[src/rtl/axis_gen_pkg.sv]
// Shared types and helpers for the AXI4-Stream packet generator.
package axis_gen_pkg;

    localparam int unsigned AXIS_DATA_W = 16;

    typedef enum logic [1:0] {
        IDLE,
        SEND,
        GAP
    } gen_state_t;

    // A zero-length request still produces a one-word packet.
    function automatic logic [15:0] eff_len(input logic [15:0] len);
        return (len == 16'd0) ? 16'd1 : len;
    endfunction

endpackage

[src/rtl/axis_pkt_gen_if.sv]
// AXI4-Stream bus between the packet generator and its sink.
interface axis_pkt_gen_if
    import axis_gen_pkg::*;
#(
    parameter int unsigned DATA_W = AXIS_DATA_W
);
    logic [DATA_W-1:0] tdata;
    logic              tvalid;
    logic              tready;
    logic              tlast;

    modport master (output tdata, output tvalid, output tlast, input tready);
    modport slave  (input tdata, input tvalid, input tlast, output tready);
endinterface

[src/rtl/axis_pkt_gen.sv]
// AXI4-Stream packet generator: fixed-length packets, counting payload, programmable gap.
module axis_pkt_gen
    import axis_gen_pkg::*;
#(
    parameter int unsigned DATA_W = AXIS_DATA_W,
    parameter int unsigned GAP_W  = 8
) (
    input  logic                  clk_200,
    input  logic                  sys_arstn,
    input  logic                  start,
    input  logic                  stop,
    input  logic [15:0]           pkt_len,
    input  logic [15:0]           pkt_count,
    input  logic [GAP_W-1:0]      gap,
    axis_pkt_gen_if.master        m_axis,
    output logic                  busy,
    output logic                  done,
    output logic [31:0]           pkts_sent
);

    gen_state_t        state_q, state_d;
    logic [15:0]       len_q, len_d;
    logic [15:0]       count_q, count_d;
    logic [GAP_W-1:0]  gap_q, gap_d;
    logic [GAP_W-1:0]  gap_cnt_q, gap_cnt_d;
    logic [15:0]       seq_q, seq_d;
    logic [15:0]       widx_q, widx_d;
    logic              stop_pend_q, stop_pend_d;
    logic [31:0]       pkts_sent_q, pkts_sent_d;
    logic              done_q, done_d;
    logic              busy_q, busy_d;
    logic [DATA_W-1:0] tdata_q, tdata_d;
    logic              tvalid_q, tvalid_d;
    logic              tlast_q, tlast_d;
    logic              last_word;
    logic              run_end;

    always_comb begin
        state_d     = state_q;
        len_d       = len_q;
        count_d     = count_q;
        gap_d       = gap_q;
        gap_cnt_d   = gap_cnt_q;
        seq_d       = seq_q;
        widx_d      = widx_q;
        stop_pend_d = stop_pend_q;
        pkts_sent_d = pkts_sent_q;
        done_d      = 1'b0;

        last_word = (widx_q == len_q - 16'd1);
        // A stop arriving with the final handshake counts as already pending.
        run_end   = ((count_q != 16'd0) && (pkts_sent_q + 32'd1 == {16'd0, count_q}))
                    || stop_pend_q || stop;

        unique case (state_q)
            IDLE: begin
                if (start && !stop) begin
                    len_d       = eff_len(pkt_len);
                    count_d     = pkt_count;
                    gap_d       = gap;
                    pkts_sent_d = '0;
                    seq_d       = '0;
                    widx_d      = '0;
                    stop_pend_d = 1'b0;
                    state_d     = SEND;
                end
            end
            SEND: begin
                if (stop) stop_pend_d = 1'b1;
                if (tvalid_q && m_axis.tready) begin
                    if (last_word) begin
                        widx_d = '0;
                        seq_d  = seq_q + 16'd1;
                        if (pkts_sent_q != '1) pkts_sent_d = pkts_sent_q + 32'd1;
                        if (run_end) begin
                            state_d     = IDLE;
                            done_d      = 1'b1;
                            stop_pend_d = 1'b0;
                        end else if (gap_q != '0) begin
                            state_d   = GAP;
                            gap_cnt_d = gap_q;
                        end
                    end else begin
                        widx_d = widx_q + 16'd1;
                    end
                end
            end
            GAP: begin
                if (stop) begin
                    state_d     = IDLE;
                    done_d      = 1'b1;
                    stop_pend_d = 1'b0;
                end else if (gap_cnt_q == GAP_W'(1)) begin
                    state_d = SEND;
                end else begin
                    gap_cnt_d = gap_cnt_q - GAP_W'(1);
                end
            end
            default: state_d = IDLE;
        endcase

        // Outputs are computed from next state so they can be registered without latency.
        tvalid_d = (state_d == SEND);
        tdata_d  = tvalid_d ? DATA_W'(seq_d + widx_d) : '0;
        tlast_d  = tvalid_d && (widx_d == len_d - 16'd1);
        busy_d   = (state_d != IDLE);
    end

    always_ff @(posedge clk_200 or negedge sys_arstn) begin
        if (!sys_arstn) begin
            state_q     <= IDLE;
            len_q       <= 16'd1;
            count_q     <= '0;
            gap_q       <= '0;
            gap_cnt_q   <= '0;
            seq_q       <= '0;
            widx_q      <= '0;
            stop_pend_q <= 1'b0;
            pkts_sent_q <= '0;
            done_q      <= 1'b0;
            busy_q      <= 1'b0;
            tdata_q     <= '0;
            tvalid_q    <= 1'b0;
            tlast_q     <= 1'b0;
        end else begin
            state_q     <= state_d;
            len_q       <= len_d;
            count_q     <= count_d;
            gap_q       <= gap_d;
            gap_cnt_q   <= gap_cnt_d;
            seq_q       <= seq_d;
            widx_q      <= widx_d;
            stop_pend_q <= stop_pend_d;
            pkts_sent_q <= pkts_sent_d;
            done_q      <= done_d;
            busy_q      <= busy_d;
            tdata_q     <= tdata_d;
            tvalid_q    <= tvalid_d;
            tlast_q     <= tlast_d;
        end
    end

    assign m_axis.tdata  = tdata_q;
    assign m_axis.tvalid = tvalid_q;
    assign m_axis.tlast  = tlast_q;
    assign busy          = busy_q;
    assign done          = done_q;
    assign pkts_sent     = pkts_sent_q;

endmodule

[src/flat_wrapper.sv]
// flat-port wrapper written by rule: the top's interface ports become plain ports
module axis_pkt_gen_flat import axis_gen_pkg::*;
#(
    parameter int unsigned DATA_W = AXIS_DATA_W,
    parameter int unsigned GAP_W  = 8
)
  (clk_200, sys_arstn, start, stop, pkt_len, pkt_count, gap, busy, done, pkts_sent, m_axis_tdata, m_axis_tvalid, m_axis_tlast, m_axis_tready);
  axis_pkt_gen_if #(.DATA_W(DATA_W)) m_axis_i ();
  input  logic clk_200;
  input  logic sys_arstn;
  input  logic start;
  input  logic stop;
  input  logic [15:0] pkt_len;
  input  logic [15:0] pkt_count;
  input  logic [GAP_W-1:0] gap;
  output logic busy;
  output logic done;
  output logic [31:0] pkts_sent;
  output wire logic [$bits(m_axis_i.tdata)-1:0] m_axis_tdata;
  output wire logic [$bits(m_axis_i.tvalid)-1:0] m_axis_tvalid;
  output wire logic [$bits(m_axis_i.tlast)-1:0] m_axis_tlast;
  input wire logic [$bits(m_axis_i.tready)-1:0] m_axis_tready;
  assign m_axis_tdata = m_axis_i.tdata;
  assign m_axis_tvalid = m_axis_i.tvalid;
  assign m_axis_tlast = m_axis_i.tlast;
  assign m_axis_i.tready = m_axis_tready;
  axis_pkt_gen #(.DATA_W(DATA_W), .GAP_W(GAP_W)) u_core (.clk_200(clk_200), .sys_arstn(sys_arstn), .start(start), .stop(stop), .pkt_len(pkt_len), .pkt_count(pkt_count), .gap(gap), .m_axis(m_axis_i), .busy(busy), .done(done), .pkts_sent(pkts_sent));
endmodule
[config.mk]
export PLATFORM = sky130hd
export DESIGN_NAME = axis_pkt_gen_flat
export DESIGN_NICKNAME = d
export VERILOG_FILES = /design/src/rtl/axis_gen_pkg.sv /design/src/rtl/axis_pkt_gen_if.sv /design/src/rtl/axis_pkt_gen.sv /design/src/flat_wrapper.sv
export SDC_FILE = /design/constraint.sdc
export NUM_CORES = 1
export LEC_CHECK = 0
export CORE_ASPECT_RATIO = 1.4
export CORE_MARGIN = 4
export CORE_UTILIZATION = 53
export CTS_BUF_LIST = sky130_fd_sc_hd__clkbuf_16
export CTS_CLUSTER_DIAMETER = 100
export DETAILED_ROUTE_END_ITERATION = 12
export PLACE_DENSITY = 0.78
export SYNTH_ARGS = -nofsm -noshare
export SYNTH_HDL_FRONTEND = slang
export SYNTH_SLANG_ARGS = --single-unit
export TNS_END_PERCENT = 10
[constraint.sdc]
create_clock -name clk_200 -period 4.6 [get_ports clk_200]
set_clock_uncertainty 0.2 [all_clocks]
set_input_delay 1.38 -clock clk_200 [delete_from_list [all_inputs] [get_ports clk_200]]
set_output_delay 1.38 -clock clk_200 [all_outputs]
set_load 0.03 [all_outputs]
; ---- Word level (Yosys, flattened, before mapping)
; Cells that the tools add are included.
[totals]
input_bits = 45
output_inout_bits = 52
elab_cells = 101
reg_bits = 135
[op_classes]
eq_ne = 17
n_addsub = 7
reduce_logical = 19
n_mux = 44
[ops]
columns = cell, count
row1 = 16-bit 2-to-1 mux, 10
row2 = 32-bit 2-to-1 mux, 4
row3 = 16-bit one-hot mux with 2 select lines, 2
row4 = 32-bit one-hot mux with 2 select lines, 1
row5 = 8-bit 2-to-1 mux, 6
row6 = "16-bit by 1-bit adder with 16-bit output, second input constant", 2
row7 = "32-bit by 1-bit adder with 32-bit output, second input constant", 1
row8 = 16-bit equality test, 2
row9 = 32-bit by 16-bit equality test with 1-bit output, 1
row10 = "32-bit != test, second input constant", 1
row11 = "16-bit by 1-bit subtractor with 16-bit output, second input constant", 2
row12 = 16-bit adder, 1
row13 = 16-bit logical NOT, 1
row14 = 8-bit one-hot mux with 2 select lines, 1
row15 = 16-bit nonzero test, 1
row16 = 2-bit 2-to-1 mux, 7
row17 = 1-bit 2-to-1 mux, 10
row18 = "2-bit by 1-bit != test with 1-bit output, second input constant", 5
row19 = "8-bit by 1-bit equality test with 1-bit output, second input constant", 1
row20 = "2-bit != test, second input constant", 4
row21 = 8-bit nonzero test, 1
row22 = "8-bit by 1-bit subtractor with 8-bit output, second input constant", 1
row23 = 7-bit AND reduction, 1
row24 = 2-bit one-hot mux with 3 select lines, 1
row25 = 13 further kinds, 20

; ---- Longest topological paths before layout
; Gate-level depths: netlist of run 1.
[depth]
ltp_word = 11
depth_mapped = 26
depth_no_buf = 21

; ---- Least setup slack after synthesis of run 1
; No wires, ideal clock.
[synth_path]
path_type = input port to flip-flop
startpoint = input m_axis_tready
endpoint = register u_core.tdata_q[15], in the netlist u_core.m_axis.tdata[15]
setup_slack_ns = -0.559
setup_ns = 0.079
arrival_time_ns = 4.880
n_path_buf = 1
path_stages = 16
required_ns = 4.321
cell_sequence = nand2_1 > or4b_1 > a311oi_1 > o31ai_1 > o41ai_4 > buf_4 > o21ai_1 > a22o_1 > ha_1 > nand2_1 > nor2_1 > a311oi_1 > o31a_4 > o211ai_2 > o31ai_2 > mux2i_1
[synth_between]
elab_chain_cells = 5
word_cells_on_any_way = 10
classes_between = add/sub (1) / eq/ne (1) / mux (7) / reduce/logical (1)
[synth_rtl]
columns = item, line_no
row1 = start: declaration, flat_wrapper.sv:22  ; input wire logic [$bits(m_axis_i.tready)-1:0] m_axis_tready;
row2 = 1-bit logical AND, axis_pkt_gen.sv:70  ; if (tvalid_q && m_axis.tready) begin
row3 = 16-bit 2-to-1 mux, axis_pkt_gen.sv:70
row4 = 16-bit one-hot mux with 2 select lines, axis_pkt_gen.sv:55  ; unique case (state_q)
row5 = net u_core.widx_d[2], axis_pkt_gen.sv:27  ; logic [15:0] widx_q, widx_d;
row6 = 16-bit adder, axis_pkt_gen.sv:104  ; tdata_d = tvalid_d ? DATA_W'(seq_d + widx_d) : '0;
row7 = 16-bit 2-to-1 mux, axis_pkt_gen.sv:104
row8 = net u_core.tdata_d[15], axis_pkt_gen.sv:32  ; logic [DATA_W-1:0] tdata_q, tdata_d;
row9 = end signal: assignment, axis_pkt_gen.sv:137  ; tdata_q <= tdata_d;
row10 = end: declaration, axis_pkt_gen.sv:32
; The timed path passes the listed nets, and every way through them passes these cells.
; A chain may end at the register's enable or synchronous reset.

; ---- Worst setup path after layout of run 1
[layout_path]
startpoint = register u_core.len_q[1]
endpoint = register u_core.tdata_q[8], in the netlist u_core.m_axis.tdata[8]
[layout_between]
elab_chain_cells = 7
word_cells_on_any_way = 14
classes_between = add/sub (2) / eq/ne (2) / mux (10)
[layout_rtl]
columns = item, line_no
row1 = start: declaration, axis_pkt_gen.sv:22  ; logic [15:0] len_q, len_d;
row2 = start signal: assignment, axis_pkt_gen.sv:127  ; len_q <= len_d;
row3 = 16-bit by 1-bit subtractor with 16-bit output, axis_pkt_gen.sv:50  ; last_word = (widx_q == len_q - 16'd1);
row4 = 16-bit equality test, axis_pkt_gen.sv:50
row5 = 16-bit 2-to-1 mux, axis_pkt_gen.sv:71  ; if (last_word) begin
row6 = 16-bit 2-to-1 mux, axis_pkt_gen.sv:70
row7 = 16-bit one-hot mux with 2 select lines, axis_pkt_gen.sv:55
row8 = net u_core.widx_d[3], axis_pkt_gen.sv:27
row9 = 16-bit adder, axis_pkt_gen.sv:104
row10 = 16-bit 2-to-1 mux, axis_pkt_gen.sv:104
row11 = net u_core.tdata_d[8], axis_pkt_gen.sv:32
; The timed path passes the listed nets, and every way through them passes these cells.

==> results.ini, run 1 <==
[final_layout]
final_cells=1644
fin_area_um2=13000
final_nets=1466
diodes=0
syn_to_final_growth_pct=36.3
drive_gt1_frac=0.222
num-fill-cells=1255

[critical_path]
worstSetupPathType=reg2reg
reg2reg_slack_ns=-0.12
worstPathArrival_ns=4.83
cp.required_ns=4.71
critical_path_buf_inv_count=5
critPathMaxStageDelay_ns=0.50
cp-end-kind=flip-flop
worst_path_max_delay_cell=or4b_4
worstRegToRegCells=20
crit_chain=inv_2 > ha_4 > or4b_4 > buf_12 > nor3_1 > a31oi_2 > o21ai_2 > nor4_4 > buf_12 > buf_6 > buf_6 > o21ai_1 > ha_4 > a21oi_2 > nand2b_1 > o211ai_2 > o31ai_4 > a21oi_2 > nor2b_1 > o311a_1
crit_path_start_kind=flip-flop
cp_top_family=compound AO/OA/AOI/OAI gates
worstPathMaxFanout=6
path_depth=20

[cts]
cts_root_buf=clkbuf_16
cts_tree=built
htree_levels=4
path_clk_slew_ns=0.06
cts_sinks=135
clock_latency_ns=0.44
cts-buffers-inserted=17
clock_path_buffers=2

[timing]
final.setup.tns_ns=-0.650
fin_crit_sh=1.03
fin_ws_ns=-0.122
max_freq_mhz=212
hold_ws_ns=0.317
hold_violations=0
finalCriticalPeriod_ns=4.72
maxSlewHeadroom=0.449
finalSetupViolCount=8
rsz0062_at_grt=true
maxSlewViolCount=0
tightest_slew_ns=0.827

[routing]
ant_nets=0
drt_wl_total_um=29800
vias=9887
drtIter0Drc=933
wl_per_cell_um=18.1
vias_per_cell=6.01
dr.pass1.iters=7
drc=0

[status]
violations=setup timing
status=complete, but fails checks

[placement]
numPlacedInstances=1586
routabilityCongestion=0.947
io_buffers=96
placed_area_um2=11900
dpl.hpwl_um=21300

[floorplanning]
die_w_um=121
placementRows=57
initial_core_util=0.544
design.core.area_um2=17500
die_h_um=167
pin_count=97
die_area_um2=20200

[logic_synthesis]
syn-num-nets=1219
synth_top_family_by_area=simple AND/OR/NAND/NOR gates
synth-seq-cells=135
synth_compound_area_frac=0.182
synth_mux_area_frac=0.0324
synth_xor_area_frac=0.0915
synth-main-ff-cell=dfrtp_1
ys_seq_area_frac=0.355
synth_edf_count=0
syn_inst=1148
synth.avg_cell_area_um2=8.29
synth_area_um2=9510
synthSimpleGateAreaFrac=0.259
synth_fa_ha_area_frac=0.0342
async_reset_ff_frac=1.00
synth.distinct_cells=85
ys_warn_count=0

[global_route]
use_met3=0.0522
met1_usage=0.312
grt_pass1_vias=10000
grt_max_degree=87
antenna_found_initial=0
grt_pass1_wl_um=48100
gr-total-overflow=0
gr-usage-met2=0.530
busiest_layer=met2
grtUsageTotal=0.296

[pwr]
p_per_area_nw_per_um2=569
peakVddDrop_mv=0.340
power.leakage_nw=5.79
power_mw=7.38

[hold_path]
hp-class=reg2reg
hold_depth=2

[job]
cap_viol_max_count=0

[Yosys cell counts (all sizes together), types with 7 or more instances]
library cell	number	area (µm²)
a31oi	15	100
nor4	27	196
clkbuf	51	191
inv	42	158
nand3	34	170
a21o	13	97.6
nor3	40	200
buf	14	85.1
and2	12	75.1
nand4	20	125
xor2	34	298
o31ai	11	106
a22o	16	140
or4	12	90.1
and3	24	150
dfrtp	134	3350
or2	8	52.6
or3	7	48.8
a21oi	53	273
nand2b	7	43.8
ha	26	325
nor2	67	254
o21ai	79	395
xnor2	58	527
nand2	207	777
o22a	8	70.1
nor2b	11	68.8
mux2i	24	240
[worst paths after layout]
kind,from,end
max in group asynchronous,sys_arstn,u_core.len_q[0]$_DFF_PN1_
setup / recovery,u_core.len_q[1]$_DFF_PN0_,u_core.m_axis.tdata[8]$_DFF_PN0_
setup reg to reg,u_core.len_q[1]$_DFF_PN0_,u_core.m_axis.tdata[8]$_DFF_PN0_
hold reg to reg,u_core.stop_pend_q$_DFFE_PN0P_,u_core.stop_pend_q$_DFFE_PN0P_
hold / removal,u_core.stop_pend_q$_DFFE_PN0P_,u_core.stop_pend_q$_DFFE_PN0P_
min in group asynchronous,sys_arstn,u_core.count_q[2]$_DFFE_PN0P_
[sequential cells by signal, indices dropped and copies added (netlist names)]
signal and flops:
u_core.done 1, u_core.widx_q 16, u_core.seq_q 16, u_core.gap_q 8
u_core.pkts_sent 32, u_core.state_q 2, u_core.stop_pend_q 1, u_core.gap_cnt_q 8
u_core.m_axis.tdata 16, u_core.count_q 16, u_core.busy 1, u_core.len_q 16
u_core.m_axis.tlast 1, u_core.m_axis.tvalid 1
[final cells by class]
class | instances | area (µm²) | area share
multi-input cells | 905 | 5980 | 0.461
well taps | 236 | 295 | 0.0228
inverters | 43 | 164 | 0.0126
repair buffers | 293 | 2470 | 0.191
flip-flops and latches | 135 | 3380 | 0.261
clock inverters | 15 | 249 | 0.0192
clock buffers | 17 | 425 | 0.0328
[per-stage QoR]
stage	utilization	setup slack [ns]
final	0.742	-0.122
after global routing	0.742	-0.281
after CTS	0.738	-0.135
after detailed placement	0.680	-0.845
after global placement	0.680	-0.710
after floorplan	-	-0.312
[logic make-up (layout without fill, tap and decap cells)]
kind of cell    count (synthesis)  count (layout)
flops                         135             135
compound gates                255             255
xor+xnor                       94              94
mux                            30              30
simple gates                  500             500
buf+inv                       108             368
fa+ha+maj                      26              26
[repair_timing]
item	in CTS	in global routing
hold buffers	0	0
endpoints found under the setup margin	14	13
setup buffers	27	0
pin swaps	37	6
gates resized for setup	41	17
[report_power, final]
group / leakage, nW / internal, mW / switching [mW]
combinational: 3.72 / 1.72 / 2.06
sequential: 1.74 / 1.53 / 0.466
clock: 0.325 / 1.02 / 0.578
[routing by layer]
layer  wire [µm]  vias to the layer above
met3        1730                      157
met2       15600                      465
met5           0                        -
met4        1960                        0
met1       10500                     4675
li1            -                     4590
[worst min-delay path, stage by stage (launching register included)]
cell and delay (ns):
dfrtp_1 0.34, a21oi_1 0.04, a21oi_1 0.10
[cells in the final DEF (no fill, tap or decap), types with 7 or more instances in the layout]
master and count:
nand2_1 204, buf_4 192, dfrtp_1 134, clkdlybuf4s50_1 94, nor2_1 63, o21ai_0 57, xnor2_1 54, a21oi_1 46
inv_1 40, nor3_1 39, xor2_1 34, nand3_1 33, nor4_1 23, mux2i_1 23, and3_1 22, nand4_1 20
ha_1 19, o21ai_1 18, clkbuf_16 17, a22o_1 16, a31oi_1 13, a21o_1 13, or4_1 12, and2_1 12
nor2b_1 11, o22a_1 8, or2_2 7, nand2b_1 7, a21oi_2 7
(Power assumes the default switching activity.)
==> inputs of run 2 (changes only) <==
--- a/config.mk
+++ b/config.mk
@@ -11,6 +11,7 @@
 export CTS_BUF_LIST = sky130_fd_sc_hd__clkbuf_16
 export CTS_CLUSTER_DIAMETER = 100
 export DETAILED_ROUTE_END_ITERATION = 12
+export GPL_ROUTABILITY_DRIVEN = 0
 export PLACE_DENSITY = 0.78
 export SYNTH_ARGS = -nofsm -noshare
 export SYNTH_HDL_FRONTEND = slang
==> results.ini, run 2 (synthesis gave the netlist of run 1 again) <==
[final_layout]
num-fill-cells=1275
largest_reg_flops=32
diodes=0
mostFrequentLayoutCells=206 x nand2_1, 179 x buf_4, 134 x dfrtp_1, 94 x clkdlybuf4s50_1, 65 x nor2_1
final_nets=1454
fin_util=0.729
multi_input_area_um2=5950
final_common_cell=nand2_1
final_cells=1632
drive_gt1_frac=0.205
ff_latch_area_um2=3380
syn_to_final_growth_pct=33.9

[cts]
cts_root_buf=clkbuf_16
cts_tree=built
htree_levels=4
cts-buffers-inserted=17
cts_sinks=135
path_clk_slew_ns=0.06
clock_path_buffers=2
clock_latency_ns=0.43

[critical_path]
cp_top_family=compound AO/OA/AOI/OAI gates
worst_path_max_delay_cell=or4b_4
reg2reg_slack_ns=-0.20
cp-end-kind=flip-flop
critPathMaxStageDelay_ns=0.50
cp.required_ns=4.76
worstPathMaxFanout=8
crit_chain=inv_2 > ha_4 > or4b_4 > buf_12 > nor4_4 > xnor2_2 > o2111ai_2 > nor4_4 > buf_12 > buf_6 > xnor2_2 > o21ai_2 > ha_2 > ha_4 > o21bai_1 > mux2i_1 > o21ai_2 > o211ai_2 > o31ai_4 > a21oi_2 > o31ai_2 > mux2i_1
worstPathArrival_ns=4.96
crit_path_start_kind=flip-flop
worstSetupPathType=reg2reg
critical_path_buf_inv_count=4

[placement]
io_buffers=96
dp_worst_setup_slack_ns=-0.831
dpl.hpwl_um=21100
numPlacedInstances=1588

[pwr]
power_frac_seq=0.287
peakVddDrop_mv=0.338
pwr-share-comb=0.525
p_switching_mw=2.98
p_per_area_nw_per_um2=545
power.leakage_nw=5.68
netSwitchingFraction=0.429
power_mw=6.95
internal_power_mw=3.96
clkPwrFrac=0.188

[floorplanning]
design.core.area_um2=17500
initial_core_util=0.544
die_area_um2=20200
pin_count=97
die_h_um=167
die_w_um=121
placementRows=57

[global_route]
gr-total-overflow=0
grt_pass1_wl_um=46900
grtUsageTotal=0.287
grt_max_degree=90
grt_pass1_vias=9801
antenna_found_initial=0

[job]
cap_viol_max_count=0

[hold_path]
hp-class=reg2reg

[routing]
wl_per_cell_um=17.8
drtIter0Drc=808
ant_nets=0
drt_wl_total_um=29000
drc=0
vias_per_cell=5.94
dr.pass1.iters=5
vias=9695

[timing]
fin_ws_ns=-0.199
max_freq_mhz=208
finalSetupViolCount=9
maxSlewViolCount=0
maxSlewHeadroom=0.429
tightest_slew_ns=0.856
rsz0062_at_grt=true
finalCriticalPeriod_ns=4.80
hold_violations=0
fin_crit_sh=1.04

[status]
violations=setup timing
status=complete, but fails checks

-- run 2: cell types whose count changed in the layout (fill, tap and decap cells not counted), moves of 3 or more --
| cell | previous run | this run |
|---|---|---|
| o21ai_1 | 18 | 14 |
| clkinv_4 | 4 | 0 |
| o21ai_0 | 57 | 62 |
| bufinv_16 | 6 | 2 |
| clkinv_1 | 2 | 5 |
| clkinv_2 | 1 | 6 |
| buf_4 | 192 | 179 |
-- run 2: worst register-to-register path, cell delays in order (launching register included) --
cell and delay [ns]:
dfrtp_1 0.39, inv_2 0.08, ha_4 0.13, or4b_4 0.50, buf_12 0.16, nor4_4 0.28
xnor2_2 0.19, o2111ai_2 0.18, nor4_4 0.29, buf_12 0.17, buf_6 0.10, xnor2_2 0.06
o21ai_2 0.18, ha_2 0.24, ha_4 0.14, o21bai_1 0.11, mux2i_1 0.14, o21ai_2 0.14
o211ai_2 0.13, o31ai_4 0.36, a21oi_2 0.11, o31ai_2 0.27, mux2i_1 0.21
-- run 2: final timing paths --
check	start	cells after the start	endpoint
min	u_core.gap_q[5]$_DFFE_PN0P_	2	u_core.gap_q[5]$_DFFE_PN0P_
min reg2reg	u_core.gap_q[5]$_DFFE_PN0P_	2	u_core.gap_q[5]$_DFFE_PN0P_
max reg2reg	u_core.len_q[1]$_DFF_PN0_	22	u_core.m_axis.tdata[14]$_DFF_PN0_
max in group asynchronous	sys_arstn	2	u_core.m_axis.tdata[10]$_DFF_PN0_
max	u_core.len_q[1]$_DFF_PN0_	22	u_core.m_axis.tdata[14]$_DFF_PN0_
min in group asynchronous	sys_arstn	1	u_core.count_q[0]$_DFFE_PN0P_
-- run 2: repair_timing --
action / CTS / global route
pin swaps: 11 / 20
setup buffers: 5 / 8
setup endpoints to repair: 14 / 13
hold buffers: 0 / 0
resized for setup: 19 / 23
gates cloned: 0 / 0
endpoints found under the hold margin: 0 / 0
-- run 2: power groups by stage --
stage,registers (mW),logic [mW],clock network (mW)
5_1_grt,2.04,3.97,1.37
2_1_floorplan,2.04,2.01,0
4_1_cts,1.97,3.55,1.31
3_5_place_dp,1.99,3.45,0
3_3_place_gp,1.97,3.36,0
6_report,1.99,3.65,1.30
-- run 2: final cells by class --
type,instances,area share
Clock inverter,15,0.00943
Multi-Input combinational cell,905,0.467
Timing Repair Buffer,281,0.188
Sequential cell,135,0.265
Inverter,43,0.0129
Clock buffer,17,0.0334
Tap cell,236,0.0232
-- run 2: metrics by stage --
step           setup TNS, ns  cell area (µm²)  hold WS, ns
6_report               -1.04            12700        0.310
5_1_grt                -2.75            12700        0.348
4_1_cts               -0.480            12600        0.315
3_5_place_dp          -10.28            11900        0.301
3_3_place_gp           -8.54            11900        0.289
2_1_floorplan          -2.15             9610        0.269
-- run 2: per-layer routing --
layer  part of all wire  GRT usage  vias up
li1                   -          -     4554
met1               0.37      0.312     4651
met2               0.52      0.523      377
met3              0.053     0.0472      113
met4              0.053      0.157        0
met5                  0          0        -
==> inputs of run 3 (changes only) <==
--- a/config.mk
+++ b/config.mk
@@ -5,6 +5,7 @@
 export SDC_FILE = /design/constraint.sdc
 export NUM_CORES = 1
 export LEC_CHECK = 0
+export CAP_MARGIN = 20
 export CORE_ASPECT_RATIO = 1.4
 export CORE_MARGIN = 4
 export CORE_UTILIZATION = 53
==> constraint.sdc (replaced) <==
create_clock -name clk_200 -period 4.6 [get_ports clk_200]
set_clock_uncertainty 0.2 [all_clocks]
set_input_delay 1.38 -clock clk_200 [delete_from_list [all_inputs] [get_ports clk_200]]
set_output_delay 1.38 -clock clk_200 [all_outputs]
set_load 0.01 [all_outputs]
==> results.ini, run 3 (synthesis gave the netlist of run 1 again) <==
[status]
status=complete, but fails checks
violations=setup timing

[cts]
cts_tree=built
path_clk_slew_ns=0.05
cts-buffers-inserted=17
clock_latency_ns=0.42
cts_root_buf=clkbuf_16
cts_sinks=135
htree_levels=4
clock_path_buffers=2

[routing]
ant_nets=0
vias_per_cell=6.00
dr.pass1.iters=8
drc=0
wl_per_cell_um=18.0
vias=9817
drt_wl_total_um=29400
drtIter0Drc=918

[pwr]
p_switching_mw=2.85
pwr-share-comb=0.528
power.leakage_nw=5.71
peakVddDrop_mv=0.280
netSwitchingFraction=0.419
power_frac_seq=0.294
internal_power_mw=3.95
clkPwrFrac=0.177
p_per_area_nw_per_um2=534

[critical_path]
worstRegToRegCells=22
cp.required_ns=4.76
worstSetupPathType=reg2reg
cp-end-kind=flip-flop
cp-startpoint=u_core.len_q[1]$_DFF_PN0_
r2r_end=u_core.m_axis.tdata[10]$_DFF_PN0_
endpoint=u_core.m_axis.tdata[10]$_DFF_PN0_
crit_path_start_kind=flip-flop
reg2reg_slack_ns=-0.21
worstPathArrival_ns=4.97
timing.rr.start=u_core.len_q[1]$_DFF_PN0_
worstPathMaxFanout=5

[timing]
finalSetupViolCount=11
hold_violations=0
rsz0062_at_grt=true
maxSlewHeadroom=0.543
fin_ws_ns=-0.210
final.setup.tns_ns=-1.41
fin_crit_sh=1.05
max_freq_mhz=208
finalCriticalPeriod_ns=4.81
hold_ws_ns=0.325
tightest_slew_ns=0.685
maxSlewViolCount=0

[global_route]
grtUsageTotal=0.290
grt_max_degree=73
grt_pass1_vias=9690
antenna_found_initial=0
grt_pass1_wl_um=47200
gr-total-overflow=0

[floorplanning]
initial_core_util=0.544
die_h_um=167
placementRows=57
design.core.area_um2=17500
die_w_um=121
die_area_um2=20200
pin_count=97

[job]
cap_viol_max_count=0

[placement]
dp_worst_setup_slack_ns=-0.897
placed_area_um2=11900
dpl.hpwl_um=21400
io_buffers=96

[final_layout]
final_common_cell=nand2_1
diodes=0
largest_reg_flops=32
mostFrequentLayoutCells=203 x nand2_1, 188 x buf_4, 134 x dfrtp_1, 94 x clkdlybuf4s50_1, 64 x nor2_1
num-fill-cells=1281
syn_to_final_growth_pct=33.7
drive_gt1_frac=0.214
final_nets=1461
fin_area_um2=12700

[hold_path]
hp-class=reg2reg

==> run 3: worst min path at each step <==
stage / start / depth (start not counted) / to / slack, ns
final: u_core.gap_cnt_q[7]$_DFFE_PN0P_ / 1 / u_core.gap_cnt_q[7]$_DFFE_PN0P_ / 0.32
after global routing: u_core.gap_q[3]$_DFFE_PN0P_ / 2 / u_core.gap_q[3]$_DFFE_PN0P_ / 0.33
after CTS: u_core.gap_q[3]$_DFFE_PN0P_ / 2 / u_core.gap_q[3]$_DFFE_PN0P_ / 0.32
after detailed placement: u_core.gap_cnt_q[6]$_DFFE_PN0P_ / 1 / u_core.gap_cnt_q[6]$_DFFE_PN0P_ / 0.31
after global placement: u_core.gap_q[5]$_DFFE_PN0P_ / 2 / u_core.gap_q[5]$_DFFE_PN0P_ / 0.30
after floorplan: u_core.gap_q[5]$_DFFE_PN0P_ / 2 / u_core.gap_q[5]$_DFFE_PN0P_ / 0.27
==> run 3: final cells by class <==
type                            instances  area, µm²  area share
Timing Repair Buffer                  288       2410       0.190
Tap cell                              236        295      0.0232
Inverter                               43        164      0.0129
Clock buffer                           17        425      0.0335
Clock inverter                         11       73.8     0.00581
Multi-Input combinational cell        905       5960       0.469
Sequential cell                       135       3380       0.266
==> run 3: timing repair <==
action                                  4_1_cts  5_1_grt
hold buffers                                  0        0
gates cloned                                  0        1
buffers inserted                             10        8
pin swaps                                    21       27
endpoints found under the setup margin       14       13
gates resized for setup                      34       26
==> run 3: metrics by stage <==
step,utilization,power (mW),instances
floorplan,-,3.88,1148
global placement,0.680,5.22,1589
detailed placement,0.680,5.33,1589
CTS,0.717,6.65,1627
global route,0.728,7.21,1635
finish,0.728,6.79,1635
==> run 3: critical path, cell delays in order (launching register included) <==
cell and delay (ns):
dfrtp_1 0.39, inv_2 0.09, ha_4 0.14, or4b_4 0.51, buf_4 0.18, nor4_2 0.30
xnor2_2 0.20, o2111ai_4 0.18, nor4_4 0.31, buf_6 0.19, nor3_2 0.04, a21o_1 0.16
a22o_1 0.20, ha_2 0.20, ha_4 0.16, o21bai_4 0.17, mux2i_4 0.19, o21ai_2 0.08
o211ai_2 0.11, o31ai_4 0.11, a21oi_2 0.26, mux2_4 0.33, nand2_2 0.05
==> run 3: power by group through the flow <==
stage	combinational, mW	clock [mW]	sequential (mW)
after floorplan	2.01	0	1.87
after detailed placement	3.33	0	1.99
final	3.59	1.20	2.00
after global routing	3.88	1.28	2.05
after global placement	3.24	0	1.98
after CTS	3.45	1.22	1.98
==> run 3: per-layer routing <==
| layer | global-route usage | up-vias | part of all wire |
|---|---|---|---|
| met5 | 0 | - | 0 |
| met4 | 0.158 | 0 | 0.053 |
| met3 | 0.0414 | 130 | 0.045 |
| met2 | 0.525 | 370 | 0.53 |
| met1 | 0.323 | 4748 | 0.38 |
| li1 | - | 4569 | - |
